File: src/rtl/piso_pkg.sv
// Shared constants and helpers for the PISO shift register slice.
package piso_pkg;

  localparam int   PISO_DEFAULT_WIDTH = 8;
  localparam logic PISO_IDLE_LEVEL    = 1'b0;

  // Wide enough to hold a count of width+1, which the parity frame needs.
  function automatic int piso_cnt_width(input int width);
    return $clog2(width + 1);
  endfunction

endpackage

File: src/rtl/piso_bit_counter.sv
// Frame bit counter: loadable down-counter with zero flag, also registers busy and done.
module piso_bit_counter #(
  parameter int CNT_W = 4
) (
  input  logic             clk,
  input  logic             rst,
  input  logic             load,
  input  logic [CNT_W-1:0] load_val,
  input  logic             dec_en,
  output logic             zero,
  output logic             busy,
  output logic             done
);

  logic [CNT_W-1:0] count;

  assign zero = (count == '0);

  always_ff @(posedge clk or negedge rst) begin
    if (!rst) begin
      count <= '0;
      busy  <= 1'b0;
      done  <= 1'b0;
    end else begin
      if (load) begin
        count <= load_val;
      end else if (dec_en && !zero) begin
        count <= count - CNT_W'(1);
      end
      busy <= load || !zero;
      // The last bit appears on the line on the edge that takes the count from 1 to 0.
      done <= !load && dec_en && (count == CNT_W'(1));
    end
  end

endmodule

File: src/rtl/piso_shift_reg.sv
// Parallel-in/serial-out shift register, MSB first on a registered serial line.
// Define PISO_PARITY_EN to append an even-parity bit after bit 0 of every frame.
module piso_shift_reg
  import piso_pkg::*;
#(
  parameter int   WIDTH      = PISO_DEFAULT_WIDTH,
  parameter logic IDLE_LEVEL = PISO_IDLE_LEVEL
) (
  input  logic             clk,
  input  logic             rst,
  input  logic             load,
  input  logic [WIDTH-1:0] parallel_in,
  output logic             serial_out,
  output logic             busy,
  output logic             done
);

  localparam int CNT_W = piso_cnt_width(WIDTH);

`ifdef PISO_PARITY_EN
  localparam int FRAME_BITS = WIDTH + 1;
  logic tail_bit;
  assign tail_bit = ^parallel_in;
`else
  localparam int FRAME_BITS = WIDTH;
  logic tail_bit;
  assign tail_bit = 1'b0;
`endif

  // The MSB goes straight to the line on capture, so the counter holds bits still to send.
  localparam logic [CNT_W-1:0] LOAD_VAL = CNT_W'(FRAME_BITS - 1);

  logic [WIDTH-1:0] shreg;
  logic             cnt_zero;

  piso_bit_counter #(
    .CNT_W (CNT_W)
  ) u_bit_counter (
    .clk      (clk),
    .rst      (rst),
    .load     (load),
    .load_val (LOAD_VAL),
    .dec_en   (!load),
    .zero     (cnt_zero),
    .busy     (busy),
    .done     (done)
  );

  // The tail bit (parity or filler) rides in the LSB behind the remaining data bits.
  always_ff @(posedge clk or negedge rst) begin
    if (!rst) begin
      shreg      <= '0;
      serial_out <= IDLE_LEVEL;
    end else if (load) begin
      serial_out <= parallel_in[WIDTH-1];
      shreg      <= {parallel_in[WIDTH-2:0], tail_bit};
    end else if (!cnt_zero) begin
      serial_out <= shreg[WIDTH-1];
      shreg      <= {shreg[WIDTH-2:0], 1'b0};
    end else begin
      serial_out <= IDLE_LEVEL;
    end
  end

endmodule

File: config.mk
export PLATFORM = sky130hd
export DESIGN_NAME = piso_shift_reg
export DESIGN_NICKNAME = d
export VERILOG_FILES = /design/src/rtl/piso_pkg.sv /design/src/rtl/piso_bit_counter.sv /design/src/rtl/piso_shift_reg.sv
export SDC_FILE = /design/constraint.sdc
export NUM_CORES = 1
export LEC_CHECK = 0
export ABC_CLOCK_PERIOD_IN_PS = 3300
export BUFFER_PORTS_ARGS = -buffer_cell sky130_fd_sc_hd__buf_2
export CAP_MARGIN = 20
export CORE_AREA = 2 2 39 41
export DETAILED_ROUTE_END_ITERATION = 6
export DIE_AREA = 0 0 41 43
export HOLD_SLACK_MARGIN = 0.02
export PLACE_DENSITY = 0.88
export REMOVE_ABC_BUFFERS = 1
export SYNTH_ARGS = -nofsm -noshare
export SYNTH_HDL_FRONTEND = slang
export SYNTH_HIERARCHICAL = 1
export SYNTH_SLANG_ARGS = --single-unit
File: constraint.sdc
create_clock -name clk -period 3.3 [get_ports clk]
set_clock_uncertainty 0.05 [all_clocks]
set_input_delay 0 -clock clk [delete_from_list [all_inputs] [get_ports clk]]
set_output_delay 0 -clock clk [all_outputs]
set_load 0.05 [all_outputs]
Word level (Yosys, flattened, before mapping)
Cells that the tools add are included.
Widths: inputs -> output; s select.
Word-level totals
  bits in registers: 15
  input bits: 11
  word-level logic and storage cells: 21
Cells by class
  add/sub/neg operators: 1
  equal/unequal tests: 2
  multiplexer cells: 6
  reductions and logical operators: 7
Operators with widths (count)
  $mux 8: 2
  $mux 4: 2
  $eq 4x1->1 const B: 1
  $logic_not 4->1: 1
  $sub 4x1->4 const B: 1
  $logic_and 1x1->1: 2
  $logic_not 1->1: 2
  $mux 1: 2
  $ne 2x2->1 const B: 1
  $reduce_bool 2->1: 1
  $logic_or 1x1->1: 1

Depth between registers and ports, before layout
Gate-level depths: netlist of the first run.
  depth after elaboration: 5
  depth in mapped cells: 6
  depth with buffers taken out: 5

Cells and area by module
The synthesis of the first run kept the hierarchy.
Modules (own cells, without submodules)
  piso_shift_reg: instances 1, cells an instance 36, area an instance 371.6 sq um
  piso_bit_counter: instances 1, cells an instance 34, area an instance 327.8 sq um

Least setup slack after synthesis of the first run
OpenSTA, ideal clock, no wires.
  kind: reg2reg
  from: register u_bit_counter.count[0]
  to: register shreg[2]
  arrival time: 1.543 ns
  required time: 3.124 ns
  setup slack: 1.581 ns
  cell stages (with the launch flop): 7
  path buffers: 1
  cells stage by stage: dfrtp_1 > inv_1 > ha_1 > nor3b_1 > buf_6 > mux2i_1 > o21ai_0
Between the ends
  longest elaborated chain between the ends: 2
Ends and longest elaborated chain
  start: declaration: RTL line piso_bit_counter.sv:15  | logic [CNT_W-1:0] count;
  start signal: assignment: RTL line piso_bit_counter.sv:26  | count <= load_val;
  start signal: assignment: RTL line piso_bit_counter.sv:28  | count <= count - CNT_W'(1);
  $logic_not 4->1: RTL line piso_bit_counter.sv:17  | assign zero = (count == '0);
  named net cnt_zero: RTL line piso_shift_reg.sv:34  | logic cnt_zero;
  $ne 2x2->1 (no line)
  end signal: assignment: RTL line piso_shift_reg.sv:56  | shreg <= {parallel_in[WIDTH-2:0], tail_bit};
  end signal: assignment: RTL line piso_shift_reg.sv:59  | shreg <= {shreg[WIDTH-2:0], 1'b0};
  end: declaration: RTL line piso_shift_reg.sv:33  | logic [WIDTH-1:0] shreg;
The timed path passes the listed nets, and every way through them passes these cells.
A chain may end at the register's enable or synchronous reset.

Worst setup path in the final report of the first run
  from: register u_bit_counter.count[0]
  to: register u_bit_counter.count[0]
Between the ends
  longest elaborated chain between the ends: 4
Ends and longest elaborated chain
  $logic_not 4->1: RTL line piso_bit_counter.sv:17
  named net cnt_zero: RTL line piso_shift_reg.sv:34
  $logic_not 1->1: RTL line piso_bit_counter.sv:27  | end else if (dec_en && !zero) begin
  $logic_and 1x1->1: RTL line piso_bit_counter.sv:27
  $reduce_bool 2->1 (no line)
The timed path passes the listed nets, and every way through them passes these cells. The select of a mux whose other input is x is not followed.

==> impl_metrics.json, run 1 <==
{
  "peakVddDrop_uv": 202,
  "worst_pin_slew_ns": 0.951,
  "cts_resized": 0,
  "maxCapViolations": 0,
  "holdWs_ns": 0.0841,
  "fmax_mhz": 501,
  "cts.sinks": 14,
  "worstPathArrival_ns": 2.10,
  "grt_overflow": 0,
  "path_max_fanout": 14,
  "rr_endpoint": "u_bit_counter/count[0]$_DFFE_PN0P_",
  "fin_crit_ns": 2.00,
  "synth.top_cell.area_share_pct": 50.1,
  "antenna_found_initial": 0,
  "power_density_nw_per_um2": 410,
  "die_h_um": 43,
  "hold_path.class": "input port to async pin",
  "crit_type": "flop to flop",
  "reg2reg_depth": 5,
  "via_count": 529,
  "synth_flop_cell": "dfrtp_1",
  "yosysTopAreaCell": "dfrtp_1",
  "grt_pass1_vias": 514,
  "die_w_um": 41,
  "clkLatencyLatePin_ns": 0.27,
  "rsz0062_at_grt": "no",
  "grt_max_degree": 29,
  "drt-wirelength-per-cell_um": 10.8,
  "dp_hpwl_um": 817,
  "coreArea_um2": 1380,
  "start_util_pct": 50.5,
  "num_rows": 14,
  "max-clock-path-buffers": 2,
  "cts_buffers": 3,
  "nets": 109,
  "crit_start": "u_bit_counter/count[0]$_DFFE_PN0P_",
  "cts_tree": "yes",
  "layout-drive-gt1-share_pct": 18.1,
  "grt_pass1_wl_um": 2130,
  "syn_area_per_cell_um2": 9.99,
  "status": "completed",
  "cts-root-buf": "clkbuf_4",
  "finalPower_uw": 362,
  "ys.warnings.count": 6,
  "finalSetupTns_ns": 0,
  "crit_path_start_kind": "flop",
  "port_buffers": 13,
  "syn_inst": 70,
  "max-slew-margin-rel_pct": 36.3,
  "power.leakage_uw": 0.000403,
  "synth_cell_type_count": 25,
  "yosys-top-cells-area": "dfrtp_1 (50%), mux2i_1 (8.6%), nand2_1 (5.9%), o21ai_0 (5.0%), ha_1 (3.6%)",
  "routabilityCongestion": 0.736,
  "synth_common_cells": "dfrtp_1 (14), nand2_1 (11), o21ai_0 (7)",
  "via_per_inst": 4.81,
  "r2r-start": "u_bit_counter/count[0]$_DFFE_PN0P_",
  "dr.pass1.iters": 2,
  "end_kind": "flop",
  "syn_to_final_growth_pct": 26.3,
  "yosysMostFrequentCell": "dfrtp_1",
  "report.final.setup_viol": 0,
  "synth-edff-count": 0,
  "yosys_register_bits": 14,
  "num_io_pins": 14,
  "fin_crit_sh_pct": 60.5,
  "die_area_um2": 1760,
  "crit_required_ns": 3.41,
  "drv_slew": 0,
  "grt_usage_pct": 17.4,
  "postCtsSetupRepairBufs": 0,
  "cts.clk_slew.worst_paths_ns": 0.08,
  "synthArstFlopShare_pct": 100,
  "drt_iter0_markers": 4,
  "antenna_cells": 0,
  "rrSetupSlack_ns": 1.30,
  "syn_area_um2": 699,
  "finalHoldViolCount": 0,
  "antenna_left": 0,
  "h-tree-depth": 1,
  "crit_end": "u_bit_counter/count[0]$_DFFE_PN0P_",
  "drc": 0,
  "seq_area_frac_synth_pct": 50.1,
  "finalWirelength_um": 1190
}
==> critical path: stages (launching register included) <==
cell and delay, ns:
dfrtp_1 0.43, inv_1 0.07, ha_1 0.18, nor3b_2 0.78, nor3_1 0.09, o31a_1 0.27
==> kinds of logic (layout without fill, tap and decap cells) <==
kind of cell               after synthesis  count (layout)  synth area share, %
other                                    2               4                 1.07
AOI/OAI and AO/OA                       16              16                 13.2
DFF                                     14              14                 50.1
buffers and inverters                    7              29                 5.90
adders and majority gates                2               2                 3.58
and+or+nand+nor                         23              23                 17.5
muxes                                    6               6                 8.59
==> worst min-delay path by stage <==
| stage | cells after the start | end |
|---|---|---|
| after global placement | 1 | u_bit_counter/done$_DFF_PN0_ |
| after detailed placement | 1 | u_bit_counter/done$_DFF_PN0_ |
| final | 2 | shreg[7]$_DFFE_PN0P_ |
| after floorplan | 0 | serial_out$_DFF_PN0_ |
| after global routing | 2 | u_bit_counter/done$_DFF_PN0_ |
| after CTS | 2 | u_bit_counter/done$_DFF_PN0_ |
==> state kept, by name, summed over array words and instances, names as in the netlist <==
name,count
shreg,7
u_bit_counter/count,4
u_bit_counter/done,1
u_bit_counter/busy,1
serial_out,1
==> where the power goes <==
| part | switching, µW | total [µW] | internal, µW |
|---|---|---|---|
| Sequential | 11.7 | 199 | 187 |
| Clock | 50.3 | 92.6 | 42.3 |
| Combinational | 37.0 | 70.7 | 33.6 |
==> cell type report <==
type / instances / area [µm²]
Fill cell: 124 / 500
Clock buffer: 3 / 22.5
Inverter: 4 / 15.0
Timing Repair Buffer: 22 / 155
Sequential cell: 14 / 350
Tap cell: 16 / 20.0
Multi-Input combinational cell: 51 / 320
==> placed cells by master, fill, tap and decap left out, types with 2 or more instances in the layout <==
master	n
conb_1	4
nand2b_1	3
dlygate4sd3_1	9
mux2i_1	6
clkbuf_4	3
o21ai_0	7
buf_2	13
dfrtp_1	14
nand2_1	11
inv_1	4
o21ai_1	2
a21oi_1	3
ha_1	2
==> layer usage <==
layer | part of all wire, % | GRT usage [%]
met2 | 47 | 25.6
met1 | 49 | 23.8
met4 | 0 | 8.00
met5 | 0 | 0
met3 | 3.9 | 3.14
==> timing repair <==
| action | CTS | global route |
|---|---|---|
| hold buffers | 9 | 0 |
| endpoints found under the setup margin | 0 | 0 |
| endpoints found under the hold margin | 22 | 0 |
==> stage by stage <==
step / instance area [µm²] / setup slack, ns / instances / utilization, %
final: 883 / 1.30 / 110 / 63.8
after global routing: 883 / 1.11 / 110 / 63.8
after CTS: 883 / 1.29 / 110 / 63.8
after detailed placement: 771 / 1.31 / 98 / 55.7
after global placement: 771 / 1.40 / 98 / 55.7
after floorplan: 681 / 1.09 / 69 / -
(Power assumes the default switching activity.)
==> inputs of run 2 (changes only) <==
--- a/config.mk
+++ b/config.mk
@@ -5,14 +5,13 @@
 export SDC_FILE = /design/constraint.sdc
 export NUM_CORES = 1
 export LEC_CHECK = 0
-export ABC_CLOCK_PERIOD_IN_PS = 3300
+export ABC_CLOCK_PERIOD_IN_PS = 2000
 export BUFFER_PORTS_ARGS = -buffer_cell sky130_fd_sc_hd__buf_2
 export CAP_MARGIN = 20
-export CORE_AREA = 2 2 39 41
+export CORE_UTILIZATION = 51
 export DETAILED_ROUTE_END_ITERATION = 6
-export DIE_AREA = 0 0 41 43
 export HOLD_SLACK_MARGIN = 0.02
-export PLACE_DENSITY = 0.88
+export PLACE_DENSITY = 0.86
 export REMOVE_ABC_BUFFERS = 1
 export SYNTH_ARGS = -nofsm -noshare
 export SYNTH_HDL_FRONTEND = slang
==> constraint.sdc (replaced) <==
create_clock -name clk -period 2 [get_ports clk]
set_clock_uncertainty 0.05 [all_clocks]
set_input_delay 0 -clock clk [delete_from_list [all_inputs] [get_ports clk]]
set_output_delay 0 -clock clk [all_outputs]
set_load 0.05 [all_outputs]
==> run 2 against run 1 <==
Compared with the run above: via count grew 8.9%; sequential share of layout area decreased by 1.5 points; routed wire length up 16%; power rose by 80%; critical endpoint is now shreg[3]$_DFFE_PN0P_.
==> impl_metrics.json, run 2 (synthesis gave the netlist of run 1 again) <==
{
  "status": "completed",
  "dp_hpwl_um": 937,
  "cts_resized": 0,
  "antenna_cells": 0,
  "nets": 112,
  "hold_path.class": "input port to async pin",
  "start_util_pct": 59.0,
  "grt_overflow": 0,
  "r2r-start": "u_bit_counter/count[1]$_DFFE_PN0P_",
  "post_dp_cell_area_um2": 791,
  "syn_to_final_growth_pct": 31.1,
  "reg2reg_depth": 6,
  "die_w_um": 39.0,
  "drt-wirelength-per-cell_um": 12.3,
  "worstPathArrival_ns": 1.74,
  "grt_usage_pct": 24.3,
  "max-clock-path-buffers": 2,
  "routabilityCongestion": 0.764,
  "drc": 0,
  "grt_pass1_wl_um": 2420,
  "report.final.setup_viol": 0,
  "clkLatencyLatePin_ns": 0.28,
  "finalHoldViolCount": 0,
  "layout-drive-gt1-share_pct": 21.4,
  "crit_type": "flop to flop",
  "postCtsHoldBufs": 9,
  "fin_area_um2": 917,
  "num_rows": 12,
  "cts_buffers": 3,
  "maxCapViolations": 0,
  "rsz0062_at_grt": "no",
  "power_density_nw_per_um2": 713,
  "peakVddDrop_uv": 476,
  "drv_slew": 0,
  "cts-root-buf": "clkbuf_4",
  "top_regs": "shreg (7), u_bit_counter/count (4)",
  "cts.clk_slew.worst_paths_ns": 0.08,
  "crit_path_start_kind": "flop",
  "drt_iter0_markers": 13,
  "antenna_found_initial": 0,
  "grt_pass1_vias": 586,
  "die_area_um2": 1520,
  "via_per_inst": 5.14,
  "h-tree-depth": 1,
  "path_max_fanout": 6,
  "coreArea_um2": 1190,
  "finalCoreUtilization_pct": 77.3,
  "top_register": "shreg",
  "power.leakage_uw": 0.000425,
  "postCtsSetupRepairBufs": 0,
  "fmax_mhz": 609,
  "holdWs_ns": 0.0854,
  "final_common_cell": "dfrtp_1",
  "cts.sinks": 14,
  "end_kind": "flop",
  "fin_crit_sh_pct": 82.1,
  "crit_start": "u_bit_counter/count[1]$_DFFE_PN0P_",
  "final_cell_mix": "dfrtp_1 (14), buf_2 (13), nand2_1 (11)",
  "dr.pass1.iters": 4,
  "antenna_left": 0,
  "largest_reg_flops": 7,
  "port_buffers": 13,
  "num_io_pins": 14,
  "via_count": 576,
  "die_h_um": 39.0,
  "grt_max_degree": 28,
  "fin_crit_ns": 1.64,
  "place_ws_ns": 0.399,
  "finalWirelength_um": 1380,
  "setup_ws_ns": 0.358,
  "cts_tree": "yes",
  "crit_required_ns": 2.10
}
-- run 2: worst max-delay path, stage by stage, from the launching register on --
cell and delay, ns:
dfrtp_1 0.42, inv_1 0.09, ha_1 0.17, nor3b_2 0.31
buf_4 0.22, mux2i_1 0.17, o21ai_0 0.10
-- run 2: worst paths after layout --
| check | slack [ns] | to |
|---|---|---|
| worst max register to register | 0.36 | shreg[3]$_DFFE_PN0P_ |
| max in group asynchronous | 1.59 | u_bit_counter/done$_DFF_PN0_ |
| worst min-delay path | 0.09 | u_bit_counter/busy$_DFF_PN0_ |
| worst max-delay path | 0.36 | shreg[3]$_DFFE_PN0P_ |
| min in group clk | 0.09 | u_bit_counter/done$_DFF_PN0_ |
| worst min register to register | 0.48 | serial_out$_DFF_PN0_ |
-- run 2: metal layers --
layer | wire (µm) | GRT usage, % | part of all wire (%) | vias up
li1 | - | - | - | 292
met1 | 631 | 26.6 | 46 | 271
met2 | 703 | 41.7 | 51 | 11
met3 | 30 | 4.05 | 2.2 | 2
met4 | 10 | 17.2 | 0.73 | 0
met5 | 0 | 0 | 0 | -
-- run 2: stage by stage --
step	cells	total power [µW]	TNS [ns]
CTS	112	663	0
detailed placement	99	446	0
finish	112	654	0
floorplan	69	398	-2.02
global route	112	695	0
global placement	99	438	0
-- run 2: power by group --
| group | switching, µW | internal, µW | leakage (µW) | total, µW |
|---|---|---|---|---|
| logic | 64.3 | 60.0 | 0.000236 | 124 |
| clock network | 88.3 | 111 | 0.0000210 | 199 |
| registers | 21.6 | 309 | 0.000168 | 331 |
| total | 174 | 480 | 0.000425 | 654 |
-- run 2: area by class of cell --
class                      instances  area (µm²)
clock buffer                       4        36.3
fill                              78         269
inverter                           4        15.0
multi-input combinational         51         320
sequential                        14         350
tap                               14        17.5
timing repair buffer              25         178
==> inputs of run 3 (changes only) <==
--- a/config.mk
+++ b/config.mk
@@ -5,13 +5,13 @@
 export SDC_FILE = /design/constraint.sdc
 export NUM_CORES = 1
 export LEC_CHECK = 0
-export ABC_CLOCK_PERIOD_IN_PS = 2000
+export ABC_CLOCK_PERIOD_IN_PS = 1500
 export BUFFER_PORTS_ARGS = -buffer_cell sky130_fd_sc_hd__buf_2
 export CAP_MARGIN = 20
-export CORE_UTILIZATION = 51
+export CORE_UTILIZATION = 46
 export DETAILED_ROUTE_END_ITERATION = 6
 export HOLD_SLACK_MARGIN = 0.02
-export PLACE_DENSITY = 0.86
+export PLACE_DENSITY = 0.82
 export REMOVE_ABC_BUFFERS = 1
 export SYNTH_ARGS = -nofsm -noshare
 export SYNTH_HDL_FRONTEND = slang
==> constraint.sdc (replaced) <==
create_clock -name clk -period 1.5 [get_ports clk]
set_clock_uncertainty 0.05 [all_clocks]
set_input_delay 0 -clock clk [delete_from_list [all_inputs] [get_ports clk]]
set_output_delay 0 -clock clk [all_outputs]
set_load 0.05 [all_outputs]
==> run 3 against run 2 <==
Compared with the run above: the run now ends with negative setup slack left; sequential share of layout area is 3.9 points lower; critical path type unchanged; die area is 10% higher; highest routed layer unchanged; core utilization is 1.7 points lower; non-clock buffer count is 10 higher; via count is 10% higher; sequential power is 33% higher.
==> impl_metrics.json, run 3 (synthesis gave the netlist of run 1 again) <==
{
  "status": "finished with violations",
  "failed_checks": "negative setup slack",
  "grt_overflow": 0,
  "cpPeakStageDelay_ns": 0.41,
  "critPathSlowestCell": "dfrtp_1",
  "cts_buffers": 3,
  "routabilityCongestion": 0.744,
  "finalHoldViolCount": 0,
  "via_count": 634,
  "crit_chain": "inv_2, ha_4, nor3b_4, buf_6, mux2i_1, o21ai_1",
  "final_cell_mix": "dfrtp_1 (14), buf_2 (13), nand2_1 (10), buf_4 (10), dlygate4sd3_1 (9)",
  "nets": 122,
  "fmax_mhz": 636,
  "die_w_um": 41.0,
  "peakVddDrop_uv": 521,
  "drv_slew": 0,
  "antenna_left": 0,
  "max-clock-path-buffers": 2,
  "crit_start": "u_bit_counter/count[1]$_DFFE_PN0P_",
  "fin_crit_sh_pct": 105,
  "top_register": "shreg",
  "dpl.cell_count": 106,
  "die_h_um": 41.0,
  "hold_path.class": "input port to async pin",
  "rrSetupSlack_ns": -0.07,
  "top_regs": "shreg (7), u_bit_counter/count (4)",
  "grt_max_degree": 28,
  "power_density_nw_per_um2": 865,
  "largest_reg_flops": 7,
  "syn_to_final_growth_pct": 46.0,
  "grt_pass1_wl_um": 2310,
  "path_max_fanout": 6,
  "final_cells": 122,
  "r2r-start": "u_bit_counter/count[1]$_DFFE_PN0P_",
  "coreArea_um2": 1350,
  "clkLatencyLatePin_ns": 0.27,
  "rsz0062_at_grt": "yes",
  "num_rows": 13,
  "power.leakage_uw": 0.000474,
  "num_io_pins": 14,
  "crit_family": "flip-flops",
  "drt-wirelength-per-cell_um": 12.9,
  "start_util_pct": 51.8,
  "setup_ws_ns": -0.0712,
  "end_kind": "flop",
  "via_per_inst": 5.20,
  "crit_type": "flop to flop",
  "reg2reg_depth": 6,
  "drt_iter0_markers": 14,
  "port_buffers": 13,
  "worstPathArrival_ns": 1.68,
  "maxCapViolations": 0,
  "final_common_cell": "dfrtp_1",
  "rr_endpoint": "shreg[3]$_DFFE_PN0P_",
  "die_area_um2": 1680,
  "cts_tree": "yes",
  "critPathBufInv": 2,
  "dp_hpwl_um": 903,
  "drc": 0,
  "cts.clk_slew.worst_paths_ns": 0.08,
  "crit_required_ns": 1.60,
  "grt_pass1_vias": 559,
  "nFillCells": 94,
  "cts.sinks": 14,
  "worst-path-stages": 6,
  "finalCoreUtilization_pct": 75.6,
  "dr.pass1.iters": 4,
  "cts-root-buf": "clkbuf_4",
  "grt_usage_pct": 21.6,
  "layout-drive-gt1-share_pct": 33.6,
  "crit_path_start_kind": "flop",
  "report.final.setup_viol": 11,
  "crit_end": "shreg[3]$_DFFE_PN0P_",
  "fin_crit_ns": 1.57,
  "holdWs_ns": 0.0954,
  "antenna_found_initial": 0,
  "finalWirelength_um": 1580,
  "h-tree-depth": 1,
  "antenna_cells": 0
}
## run 3: routing by layer
metal	GRT usage (%)	vias to the layer above	share of wire [%]
met1	25.9	306	44
met5	0	-	0
li1	-	311	-
met2	35.2	15	52
met4	10.8	0	0.70
met3	5.98	2	3.3
## run 3: final cells by class
type                       count  area [µm²]  area share (%)
inverter                       4        15.0            1.47
timing repair buffer          35         264            25.9
multi-input combinational     51         350            34.3
tap                           15        18.8            1.84
clock buffer                   3        22.5            2.21
sequential                    14         350            34.3
## run 3: worst min-delay path by stage
stage / startpoint / slack, ns / end / cells after the start
CTS: load / 0.09 / u_bit_counter/done$_DFF_PN0_ / 4
floorplan: rst / -0.35 / serial_out$_DFF_PN0_ / 0
detailed placement: rst / -0.14 / u_bit_counter/done$_DFF_PN0_ / 1
global route: rst / 0.14 / u_bit_counter/done$_DFF_PN0_ / 2
global placement: rst / -0.14 / u_bit_counter/done$_DFF_PN0_ / 1
finish: rst / 0.1 / u_bit_counter/done$_DFF_PN0_ / 2
## run 3: what timing repair did
item | 4_1_cts | 5_1_grt
gates cloned | 0 | 0
gates resized for setup | 14 | 3
pin swaps | 3 | 2
setup buffers | 3 | 1
hold endpoints to repair | 22 | 0
setup endpoints to repair | 10 | 11
hold buffers | 9 | 0
## run 3: worst reg2reg max path: stages (launching register included)
cell	delay, ns
dfrtp_1	0.41
inv_2	0.09
ha_4	0.13
nor3b_4	0.33
buf_6	0.17
mux2i_1	0.19
o21ai_1	0.08
## run 3: metrics by stage
stage	worst slack [ns]	setup TNS, ns	instance area [µm²]	power (µW)
finish	-0.0712	-0.478	1020	883
global route	-0.202	-1.59	1020	936
CTS	-0.0664	-0.332	1000	869
detailed placement	-0.143	-0.911	837	618
global placement	-0.0855	-0.495	837	610
floorplan	-0.715	-8.02	681	531
## run 3: where the power goes
group	total, µW	internal [µW]	switching [µW]
Clock	206	92.9	113
Combinational	238	126	112
Sequential	439	413	26.8
Total	883	631	252
